**src/rtl/cpu_flags_pkg.sv**
```systemverilog
// Shared flag-unit types and the helper that places pipeline registers
// between the levels of the zero-detect OR tree.
package cpu_flags_pkg;

    typedef struct packed {
        logic n;
        logic z;
        logic c;
        logic v;
    } nzcv_t;

    localparam nzcv_t FLAGS_RESET = 4'b0000;

    // True when a register stage sits right after tree level `level` (1-based).
    // The levels are cut into pipe+1 segments; earlier segments absorb the remainder.
    function automatic bit regAfterLevel(input int level, input int levels, input int pipe);
        int base;
        int extra;
        int boundary;
        bit hit;
        base     = levels / (pipe + 1);
        extra    = levels % (pipe + 1);
        boundary = 0;
        hit      = 1'b0;
        for (int s = 0; s < 2; s++) begin
            if (s < pipe) begin
                boundary = boundary + base + ((s < extra) ? 1 : 0);
                if (boundary == level) begin
                    hit = 1'b1;
                end
            end
        end
        return hit;
    endfunction

endpackage

```
**src/rtl/flag_unit_pipe_or_tree_level.sv**
```systemverilog
// One level of the zero-detect reduction: ORs adjacent bit pairs, halving the width.
module or_tree_level
    import cpu_flags_pkg::*;
#(
    parameter int IN_W = 2
) (
    input  logic [IN_W-1:0]   inBits,
    output logic [IN_W/2-1:0] orBits
);

    for (genvar gi = 0; gi < IN_W / 2; gi++) begin : gPair
        assign orBits[gi] = inBits[2*gi] | inBits[2*gi+1];
    end

endmodule

```
**src/rtl/flag_unit_pipe.sv**
```systemverilog
// NZCV flag unit: pipelined zero-detect tree with registered zero result
// and architectural flag register, supporting stall and flush.
module flag_unit_pipe
    import cpu_flags_pkg::*;
#(
    parameter int WIDTH = 64,
    parameter int PIPE  = 1
) (
    input  logic             clk,
    input  logic             reset,
    input  logic             in_valid,
    input  logic             set_flags,
    input  logic             narrow,
    input  logic [WIDTH-1:0] result,
    input  logic             carry_in,
    input  logic             overflow_in,
    input  logic             stall,
    input  logic             flush,
    output logic             zero_valid,
    output logic             zero_out,
    output logic             flag_n,
    output logic             flag_z,
    output logic             flag_c,
    output logic             flag_v,
    output logic             busy
);

    localparam int LEVELS = $clog2(WIDTH);
    localparam int HALF   = WIDTH / 2;

    logic [WIDTH-1:0]  maskedResult;
    logic              resultSign;
    logic [LEVELS-1:0] stageValid;

    logic  tailValid;
    logic  tailSetFlags;
    logic  tailN;
    logic  tailC;
    logic  tailV;
    logic  tailZero;

    logic  zeroValidReg;
    logic  zeroOutReg;
    nzcv_t flagsReg;

    assign maskedResult = narrow ? {{HALF{1'b0}}, result[HALF-1:0]} : result;
    assign resultSign   = narrow ? result[HALF-1] : result[WIDTH-1];

    for (genvar gi = 0; gi < LEVELS; gi++) begin : gLevel
        localparam int IN_W    = WIDTH >> gi;
        localparam int OUT_W   = IN_W / 2;
        localparam bit HAS_REG = regAfterLevel(gi + 1, LEVELS, PIPE);

        logic [IN_W-1:0]  inBits;
        logic             inValid;
        logic             inSetFlags;
        logic             inN;
        logic             inC;
        logic             inV;
        logic [OUT_W-1:0] orBits;
        logic [OUT_W-1:0] outBits;
        logic             outValid;
        logic             outSetFlags;
        logic             outN;
        logic             outC;
        logic             outV;

        if (gi == 0) begin : gHead
            assign inBits     = maskedResult;
            assign inValid    = in_valid;
            assign inSetFlags = set_flags;
            assign inN        = resultSign;
            assign inC        = carry_in;
            assign inV        = overflow_in;
        end else begin : gChain
            assign inBits     = gLevel[gi-1].outBits;
            assign inValid    = gLevel[gi-1].outValid;
            assign inSetFlags = gLevel[gi-1].outSetFlags;
            assign inN        = gLevel[gi-1].outN;
            assign inC        = gLevel[gi-1].outC;
            assign inV        = gLevel[gi-1].outV;
        end

        or_tree_level #(
            .IN_W(IN_W)
        ) uLevel (
            .inBits(inBits),
            .orBits(orBits)
        );

        if (HAS_REG) begin : gReg
            // Only the valid bit needs clearing; payload is qualified by it.
            always_ff @(posedge clk) begin
                if (reset || flush) begin
                    outValid <= 1'b0;
                end else if (!stall) begin
                    outValid <= inValid;
                end
            end

            always_ff @(posedge clk) begin
                if (!stall) begin
                    outBits     <= orBits;
                    outSetFlags <= inSetFlags;
                    outN        <= inN;
                    outC        <= inC;
                    outV        <= inV;
                end
            end

            assign stageValid[gi] = outValid;
        end else begin : gWire
            assign outBits        = orBits;
            assign outValid       = inValid;
            assign outSetFlags    = inSetFlags;
            assign outN           = inN;
            assign outC           = inC;
            assign outV           = inV;
            assign stageValid[gi] = 1'b0;
        end
    end

    assign tailValid    = gLevel[LEVELS-1].outValid;
    assign tailSetFlags = gLevel[LEVELS-1].outSetFlags;
    assign tailN        = gLevel[LEVELS-1].outN;
    assign tailC        = gLevel[LEVELS-1].outC;
    assign tailV        = gLevel[LEVELS-1].outV;
    assign tailZero     = ~gLevel[LEVELS-1].outBits[0];

    // Retire stage: the zero pulse and the NZCV write share one edge.
    always_ff @(posedge clk) begin
        if (reset) begin
            zeroValidReg <= 1'b0;
            zeroOutReg   <= 1'b0;
            flagsReg     <= FLAGS_RESET;
        end else begin
            zeroValidReg <= 1'b0;
            if (!flush && !stall && tailValid) begin
                zeroValidReg <= 1'b1;
                zeroOutReg   <= tailZero;
                if (tailSetFlags) begin
                    flagsReg <= '{n: tailN, z: tailZero, c: tailC, v: tailV};
                end
            end
        end
    end

    assign zero_valid = zeroValidReg;
    assign zero_out   = zeroOutReg;
    assign flag_n     = flagsReg.n;
    assign flag_z     = flagsReg.z;
    assign flag_c     = flagsReg.c;
    assign flag_v     = flagsReg.v;
    assign busy       = |stageValid;

endmodule

```
**config.mk**
```make
export PLATFORM = sky130hd
export DESIGN_NAME = flag_unit_pipe
export DESIGN_NICKNAME = d
export VERILOG_FILES = /design/src/rtl/cpu_flags_pkg.sv /design/src/rtl/flag_unit_pipe_or_tree_level.sv /design/src/rtl/flag_unit_pipe.sv
export SDC_FILE = /design/constraint.sdc
export NUM_CORES = 1
export LEC_CHECK = 0
export BUFFER_PORTS_ARGS = -buffer_cell sky130_fd_sc_hd__buf_2
export CAP_MARGIN = 30
export CORE_MARGIN = 5
export CORE_UTILIZATION = 26
export CTS_BUF_LIST = sky130_fd_sc_hd__clkbuf_2
export CTS_CLUSTER_SIZE = 16
export DETAILED_ROUTE_END_ITERATION = 10
export HOLD_SLACK_MARGIN = 0.12
export MAX_ROUTING_LAYER = met4
export SYNTH_ARGS = -nofsm -noshare
export SYNTH_HDL_FRONTEND = slang
export SYNTH_SLANG_ARGS = --single-unit
```
**constraint.sdc**
```tcl
create_clock -name clk -period 1.1 [get_ports clk]
set_input_delay 0.22 -clock clk [delete_from_list [all_inputs] [get_ports clk]]
set_output_delay 0.22 -clock clk [all_outputs]
set_load 0.03 [all_outputs]
```
# --- Yosys cells after proc, flatten, opt, wreduce, memory -nomap -nowiden ---
# Cells that the tools add are included.
totals:
  register_bits: 19
  inputBits: 73
  out_inout_bits: 7
  wordCells: 85
classes:
  muxes: 3
  n_bitwise: 64
  reduce_logical: 6
op_table:
  columns: ["op", "count"]
  rows:
  - ["2-to-1 mux 64 bit", 1]
  - ["OR 1 bit", 63]
  - ["logical AND 1 bit", 2]
  - ["zero test 1 bit", 2]
  - ["2-to-1 mux 1 bit", 2]
  - ["AND reduction 2 bit", 1]
  - ["logical OR 1 bit", 1]
  - ["NOT 1 bit", 1]

# --- Longest topological paths before layout ---
# Gate-level depths: netlist (run 1).
depth:
  depth_word: 4
  ltp_mapped: 4

# --- Hierarchy ---
# A second synthesis (run 1) with hierarchy kept.
unflattened:
  cells_unflattened: 140
  hier_area_um2: 1306.3
modules_own_cells:
  columns: ["module", "n_inst", "cells_per_inst", "area_each_um2"]
  rows:
  - ["flag_unit_pipe", 1, 77, 912.1]
  - ["or_tree_level (gLevel[0].uLevel)", 1, 32, 200.2]
  - ["or_tree_level (gLevel[1].uLevel)", 1, 16, 100.1]
  - ["or_tree_level (gLevel[2].uLevel)", 1, 8, 50.0]
  - ["or_tree_level (gLevel[3].uLevel)", 1, 4, 25.0]
  - ["or_tree_level (gLevel[4].uLevel)", 1, 2, 12.5]
  - ["or_tree_level (gLevel[5].uLevel)", 1, 1, 6.3]

# --- Least setup slack after synthesis (run 1) ---
# No wires, ideal clock.
synth_timing:
  path_type: "register to register"
  startpoint: "reg gLevel[2].outValid (netlist: busy)"
  endpoint: "reg flagsReg, in the netlist flag_z"
  setup_ps: 116
  arrival_time_ps: 1199
  t_required_ps: 984
  path_slack_ps: -214
  path_stages_with_launch: 5
  path_buffers: 1
  period_less_slack_ps: 1314
  cell_sequence: "dfxtp_1 -> nor4bb_1 -> buf_2 -> nor3b_1 -> a31o_1"
synth_between:
  elab_chain_cells: 2
synth_lines:
  columns: ["element", "line_no", "rtl"]
  rows:
  - ["start: declaration", "flag_unit_pipe.sv:62", "logic outValid;"]
  - ["start signal: assignment", "flag_unit_pipe.sv:97", "outValid <= inValid;"]
  - ["logical AND 1 bit", "flag_unit_pipe.sv:138", "if (!flush && !stall && tailValid) begin"]
  - ["AND reduction 2 bit (no source line)", null, null]
  - ["end signal: assignment", "flag_unit_pipe.sv:142", "flagsReg <= '{n: tailN, z: tailZero, c: tailC, v: tailV};"]
  - ["end: declaration", "flag_unit_pipe.sv:44", "nzcv_t flagsReg;"]
# Every way passes these cells.
# A chain may end at the register's enable or synchronous reset.

# --- Worst setup path after layout (run 1) ---
layout_timing:
  startpoint: "reg gLevel[2].outBits[1]"
  endpoint: "reg flagsReg, in the netlist flag_z"
layout_between:
  elab_chain_cells: 4
layout_lines:
  columns: ["element", "line_no", "rtl"]
  rows:
  - ["start: declaration", "flag_unit_pipe.sv:61", "logic [OUT_W-1:0] outBits;"]
  - ["start signal: assignment", "flag_unit_pipe.sv:103", "outBits <= orBits;"]
  - ["OR 1 bit (3 in a row)", "flag_unit_pipe_or_tree_level.sv:12", "assign orBits[gi] = inBits[2*gi] | inBits[2*gi+1];"]
  - ["NOT 1 bit", "flag_unit_pipe.sv:128", "assign tailZero = ~gLevel[LEVELS-1].outBits[0];"]
# Every way passes these cells.

==> results.toml, run 1 <==
[status]
status = "complete, but fails checks"
violations = "setup timing"

[routing]
routed_wl_um = 2200
via_per_inst = 4.52
drtIter0Drc = 22
drtAntennaViolNets = 0
drt-wirelength-per-cell_um = 11.6
dr.pass1.iters = 3
drc = 0
vias = 855

[global_routing]
grt_pass1_wl_um = 3330
antenna_found_initial = 0
grt_max_degree = 13
overflow = 0
grtUsageTotal = 0.102
grt_pass1_vias = 843

[clocking]
htree_levels = 1
insertion_delay_ns = 0.30
clockRootBuffer = "clkbuf_2"
cts_made_buffers = 3
clockBufferDepth = 2
cts_sinks = 19
cts_tree = "yes"
cts.clk_slew.worst_paths_ns = 0.18

[logic_synthesis]
ys_seq_area_frac = 0.633
yosys_warnings = 0
syn-num-nets = 138
synth_cell_type_count = 17
syn_inst = 65
synth_area_per_cell_sq_um = 12.2
synth_area_sq_um = 791
ys_ff_latch = 19

[power_and_ir_drop]
p_int_uw = 1010
p_sw_uw = 292
power.clock.fraction = 0.223
p_leak_uw = 0.000635
max-vdd-ir-drop_mv = 0.281
power_frac_comb = 0.161
seq_power_share = 0.615
power.density_nw_per_um2 = 936
finalPower_uw = 1300
switching_share = 0.224

[sta]
fin_crit_ns = 1.23
worst_pin_slew_ns = 0.274
setup_viol = 6
fin_crit_sh = 1.12
slew_headroom = 0.817
skew_ns = 0.00807
rsz0062_at_grt = "true"
fmax_mhz = 814
finalWorstSetupSlack_ns = -0.128
hold_ws_ns = 0.149
drv_slew = 0
final_hold_viol_count = 0

[setup_path]
worstPathArrival_ns = 1.49
start_kind = "flop"
crit_chain = "or4_4, nor2_4, a31o_1"
slowest_delay_ns = 0.56
critPathKind = "flop to flop"
critPathCaptureType = "flop"
cp_data_required_time_ns = 1.36
cp_slowest_cell = "or4_4"
path_max_fanout = 2

[placement]
place_ws_ns = -0.123
gp_congestion = 0.619
portBuffers = 79
place.detailed.hpwl_um = 1950
placed_cells_incl_taps = 180

[floorplan]
die_x_um = 65.2
ios = 80
core_area_sq_um = 2980
die-area_sq_um = 4240
core.rowCount = 20
start_util = 0.266
chipHeight_um = 65.2

[finish]
drive_gt1_frac = 0.641
stdcell_count = 189
nets = 230
syn2layout_area_growth_pct = 76.1
diodes = 0

[job]
drv_cap = 0

[worst_hold_path]
hp-class = "input port to flop"
worst max-delay path: cells and delay by family (launching register included):
family | cells | cell delay (ns)
AND/OR/NAND/NOR | 2 | 0.68
flip-flops | 1 | 0.40
AO/OA/AOI/OAI | 1 | 0.12
power by group through the flow:
stage	sequential [uW]	combinational, uW	clock (uW)
3_5_place_dp	817	192	0
5_1_grt	806	234	333
6_report	802	210	291
3_3_place_gp	815	185	0
2_1_floorplan	817	32.9	0
4_1_cts	801	202	314
state kept, by name, summed over array words and instances (netlist names):
| name | cells |
|---|---|
| gLevel.outC | 1 |
| gLevel.outN | 1 |
| flag_z | 1 |
| busy | 1 |
| flag_c | 1 |
| gLevel.outBits | 8 |
| flag_v | 1 |
| gLevel.outV | 1 |
| flag_n | 1 |
| zero_valid | 1 |
| zero_out | 1 |
| gLevel.outSetFlags | 1 |
metal layers:
metal	up-vias	track usage	routed length, um
met3	0	0.0239	201
li1	441	-	-
met5	-	-	0
met1	372	0.115	844
met4	0	0.0233	0
met2	42	0.184	1160
cells in the mapped netlist, drive strengths merged:
master  count  area [sq um]
a21o        1          8.76
a21oi       4          20.0
a31o        1          8.76
and2        1          6.26
buf         1          5.00
dfxtp       7           140
edfxtp     12           360
inv         2          7.51
mux2        1          11.3
mux2i       4          40.0
nand2       4          15.0
nor2        4          15.0
nor3        1          5.00
nor3b       3          22.5
nor4       16           100
nor4bb      1          10.0
or4         2          15.0
placed cells by master, fill, tap and decap left out, types with 2 or more instances in the layout:
master / instances
a21oi_1: 4
buf_2: 72
buf_4: 11
clkbuf_2: 3
dfxtp_1: 2
dfxtp_2: 4
dlygate4sd3_1: 3
edfxtp_1: 12
inv_1: 2
mux2i_1: 4
nand2_1: 4
nor2_1: 3
nor3b_1: 3
nor4_1: 16
or4_4: 2
cell families after synthesis:
kind of cell,after synthesis,share of synthesized area
and+or+nand+nor,32,0.239
buffers and inverters,3,0.0158
AOI/OAI and AO/OA,6,0.0475
muxes,5,0.0649
DFF,19,0.633
cell type report:
class                      count  area, sq um
clock buffer                   3         15.0
clock inverter                 1         7.51
fill                         285         1590
inverter                       2         7.51
multi-input combinational     43          308
sequential                    19          509
tap                           33         41.3
timing repair buffer          88          504
path summary, 6_finish.rpt:
check / end / slack (ns) / from / cells past startpoint
max: flag_z$_SDFFE_PP0P_ / -0.13 / gLevel[2].outBits[1]$_DFFE_PN_ / 3
min: busy$_SDFFE_PP0N_ / 0.15 / reset / 2
max reg2reg: flag_z$_SDFFE_PP0P_ / -0.13 / gLevel[2].outBits[1]$_DFFE_PN_ / 3
min reg2reg: flag_c$_SDFFE_PP0P_ / 0.52 / flag_c$_SDFFE_PP0P_ / 2
per-stage QoR:
stage / utilization / instance area, sq um / setup TNS, ns
floorplan: - / 795 / -0.0960
global placement: 0.426 / 1270 / -0.310
detailed placement: 0.426 / 1270 / -0.351
CTS: 0.449 / 1340 / -0.449
global route: 0.468 / 1390 / -0.903
finish: 0.468 / 1390 / -0.494
timing repair:
action,CTS,global route
endpoints found under the setup margin,11,11
hold buffers,3,0
setup buffers,0,2
resized for setup,6,13
endpoints found under the hold margin,3,0
pin swaps,2,3
(Power assumes the default switching activity.)
==> run 2, diff against run 1 <==
--- a/config.mk
+++ b/config.mk
@@ -13,7 +13,6 @@
 export CTS_CLUSTER_SIZE = 16
 export DETAILED_ROUTE_END_ITERATION = 10
 export HOLD_SLACK_MARGIN = 0.12
-export MAX_ROUTING_LAYER = met4
 export SYNTH_ARGS = -nofsm -noshare
 export SYNTH_HDL_FRONTEND = slang
 export SYNTH_SLANG_ARGS = --single-unit
==> results.toml, run 2 (same netlist as run 1, synthesis figures left out) <==
[routing]
dr.pass1.iters = 3
via_per_inst = 4.52
drtAntennaViolNets = 0
drtIter0Drc = 22
drt-wirelength-per-cell_um = 11.6
drc = 0
routed_wl_um = 2200
vias = 855

[worst_hold_path]
hp-class = "input port to flop"
hold-path-cell-count = 2

[placement]
portBuffers = 79
place_ws_ns = -0.123
place.detailed.hpwl_um = 1950
gp_congestion = 0.615
placed_cells_incl_taps = 180

[finish]
layout_common_cells = "buf_2, nor4_1, edfxtp_1"
nets = 230
stdcell_count = 189
largest_reg_flops = 8
final_common_cell = "buf_2"
drive_gt1_frac = 0.641
num-fill-cells = 285
top_register = "gLevel.outBits"
diodes = 0
syn2layout_area_growth_pct = 76.1
regArea_sq_um = 509
multi_input_area_sq_um = 308

[setup_path]
rr_worst_depth = 3
cp_data_required_time_ns = 1.36
worstPathArrival_ns = 1.49
path_max_fanout = 2
critPathKind = "flop to flop"
critPathCaptureType = "flop"
start_kind = "flop"

[floorplan]
die_x_um = 65.2
die-area_sq_um = 4240
start_util = 0.266
ios = 80
core_area_sq_um = 2980
chipHeight_um = 65.2
core.rowCount = 20

[clocking]
insertion_delay_ns = 0.30
cts_made_buffers = 3
cts.clk_slew.worst_paths_ns = 0.18
clockRootBuffer = "clkbuf_2"
clockBufferDepth = 2
cts_tree = "yes"
cts_sinks = 19
htree_levels = 1

[sta]
finalWorstSetupSlack_ns = -0.128
fin_crit_ns = 1.23
setup_viol = 6
slew_headroom = 0.817
skew_ns = 0.00807
worst_pin_slew_ns = 0.274
setup_tns_ns = -0.494
fin_crit_sh = 1.12
rsz0062_at_grt = "true"
drv_slew = 0
fmax_mhz = 814
final_hold_viol_count = 0

[status]
violations = "setup timing"
status = "complete, but fails checks"

[global_routing]
grt_pass1_vias = 843
grt_max_degree = 13
grtUsageTotal = 0.0995
overflow = 0
antenna_found_initial = 0
grt_pass1_wl_um = 3330

[power_and_ir_drop]
power.density_nw_per_um2 = 936
max-vdd-ir-drop_mv = 0.281
p_leak_uw = 0.000635

[job]
drv_cap = 0
-- run 2: path summary, 6_finish.rpt --
kind | from | slack (ns) | endpoint
worst max-delay path | gLevel[2].outBits[1]$_DFFE_PN_ | -0.13 | flag_z$_SDFFE_PP0P_
worst min-delay path | reset | 0.15 | busy$_SDFFE_PP0N_
worst min register to register | flag_c$_SDFFE_PP0P_ | 0.52 | flag_c$_SDFFE_PP0P_
worst max register to register | gLevel[2].outBits[1]$_DFFE_PN_ | -0.13 | flag_z$_SDFFE_PP0P_
-- run 2: timing repair --
action	4_1_cts	5_1_grt
resized for setup	6	13
hold buffers	3	0
setup buffers	0	2
endpoints found under the hold margin	3	0
setup endpoints to repair	11	11
pin swaps	2	3
-- run 2: layout make-up --
cell class,instances,share of cell area
clock buffer,3,0.0108
clock inverter,1,0.00539
inverter,2,0.00539
multi-input combinational,43,0.221
sequential,19,0.366
tap,33,0.0296
timing repair buffer,88,0.362
-- run 2: report_power, final --
group          leakage, uW  internal (uW)  total, uW  switching, uW
registers         0.000178            791        802           10.2
logic             0.000444            135        210           75.2
clock network    0.0000126           84.8        291            206
total             0.000635           1010       1300            292
-- run 2: worst max-delay path: stages, from the launching register on --
cell	delay [ns]
edfxtp_1	0.40
or4_4	0.56
nor2_4	0.12
a31o_1	0.12
-- run 2: stage by stage --
stage                     cell area [sq um]  utilization  hold WS, ns  power [uW]
after global routing                   1390        0.468        0.145        1370
final                                  1390        0.468        0.149        1300
after detailed placement               1270        0.426        0.401        1010
after global placement                 1270        0.426        0.399        1000
after CTS                              1340        0.449        0.126        1320
after floorplan                         795            -        0.287         850
-- run 2: per-layer routing --
layer | track usage | vias to the layer above | routed length [um]
met5 | 0 | - | 0
met4 | 0.0233 | 0 | 0
met3 | 0.0291 | 0 | 220
met2 | 0.184 | 42 | 1160
met1 | 0.112 | 372 | 825
li1 | - | 441 | -
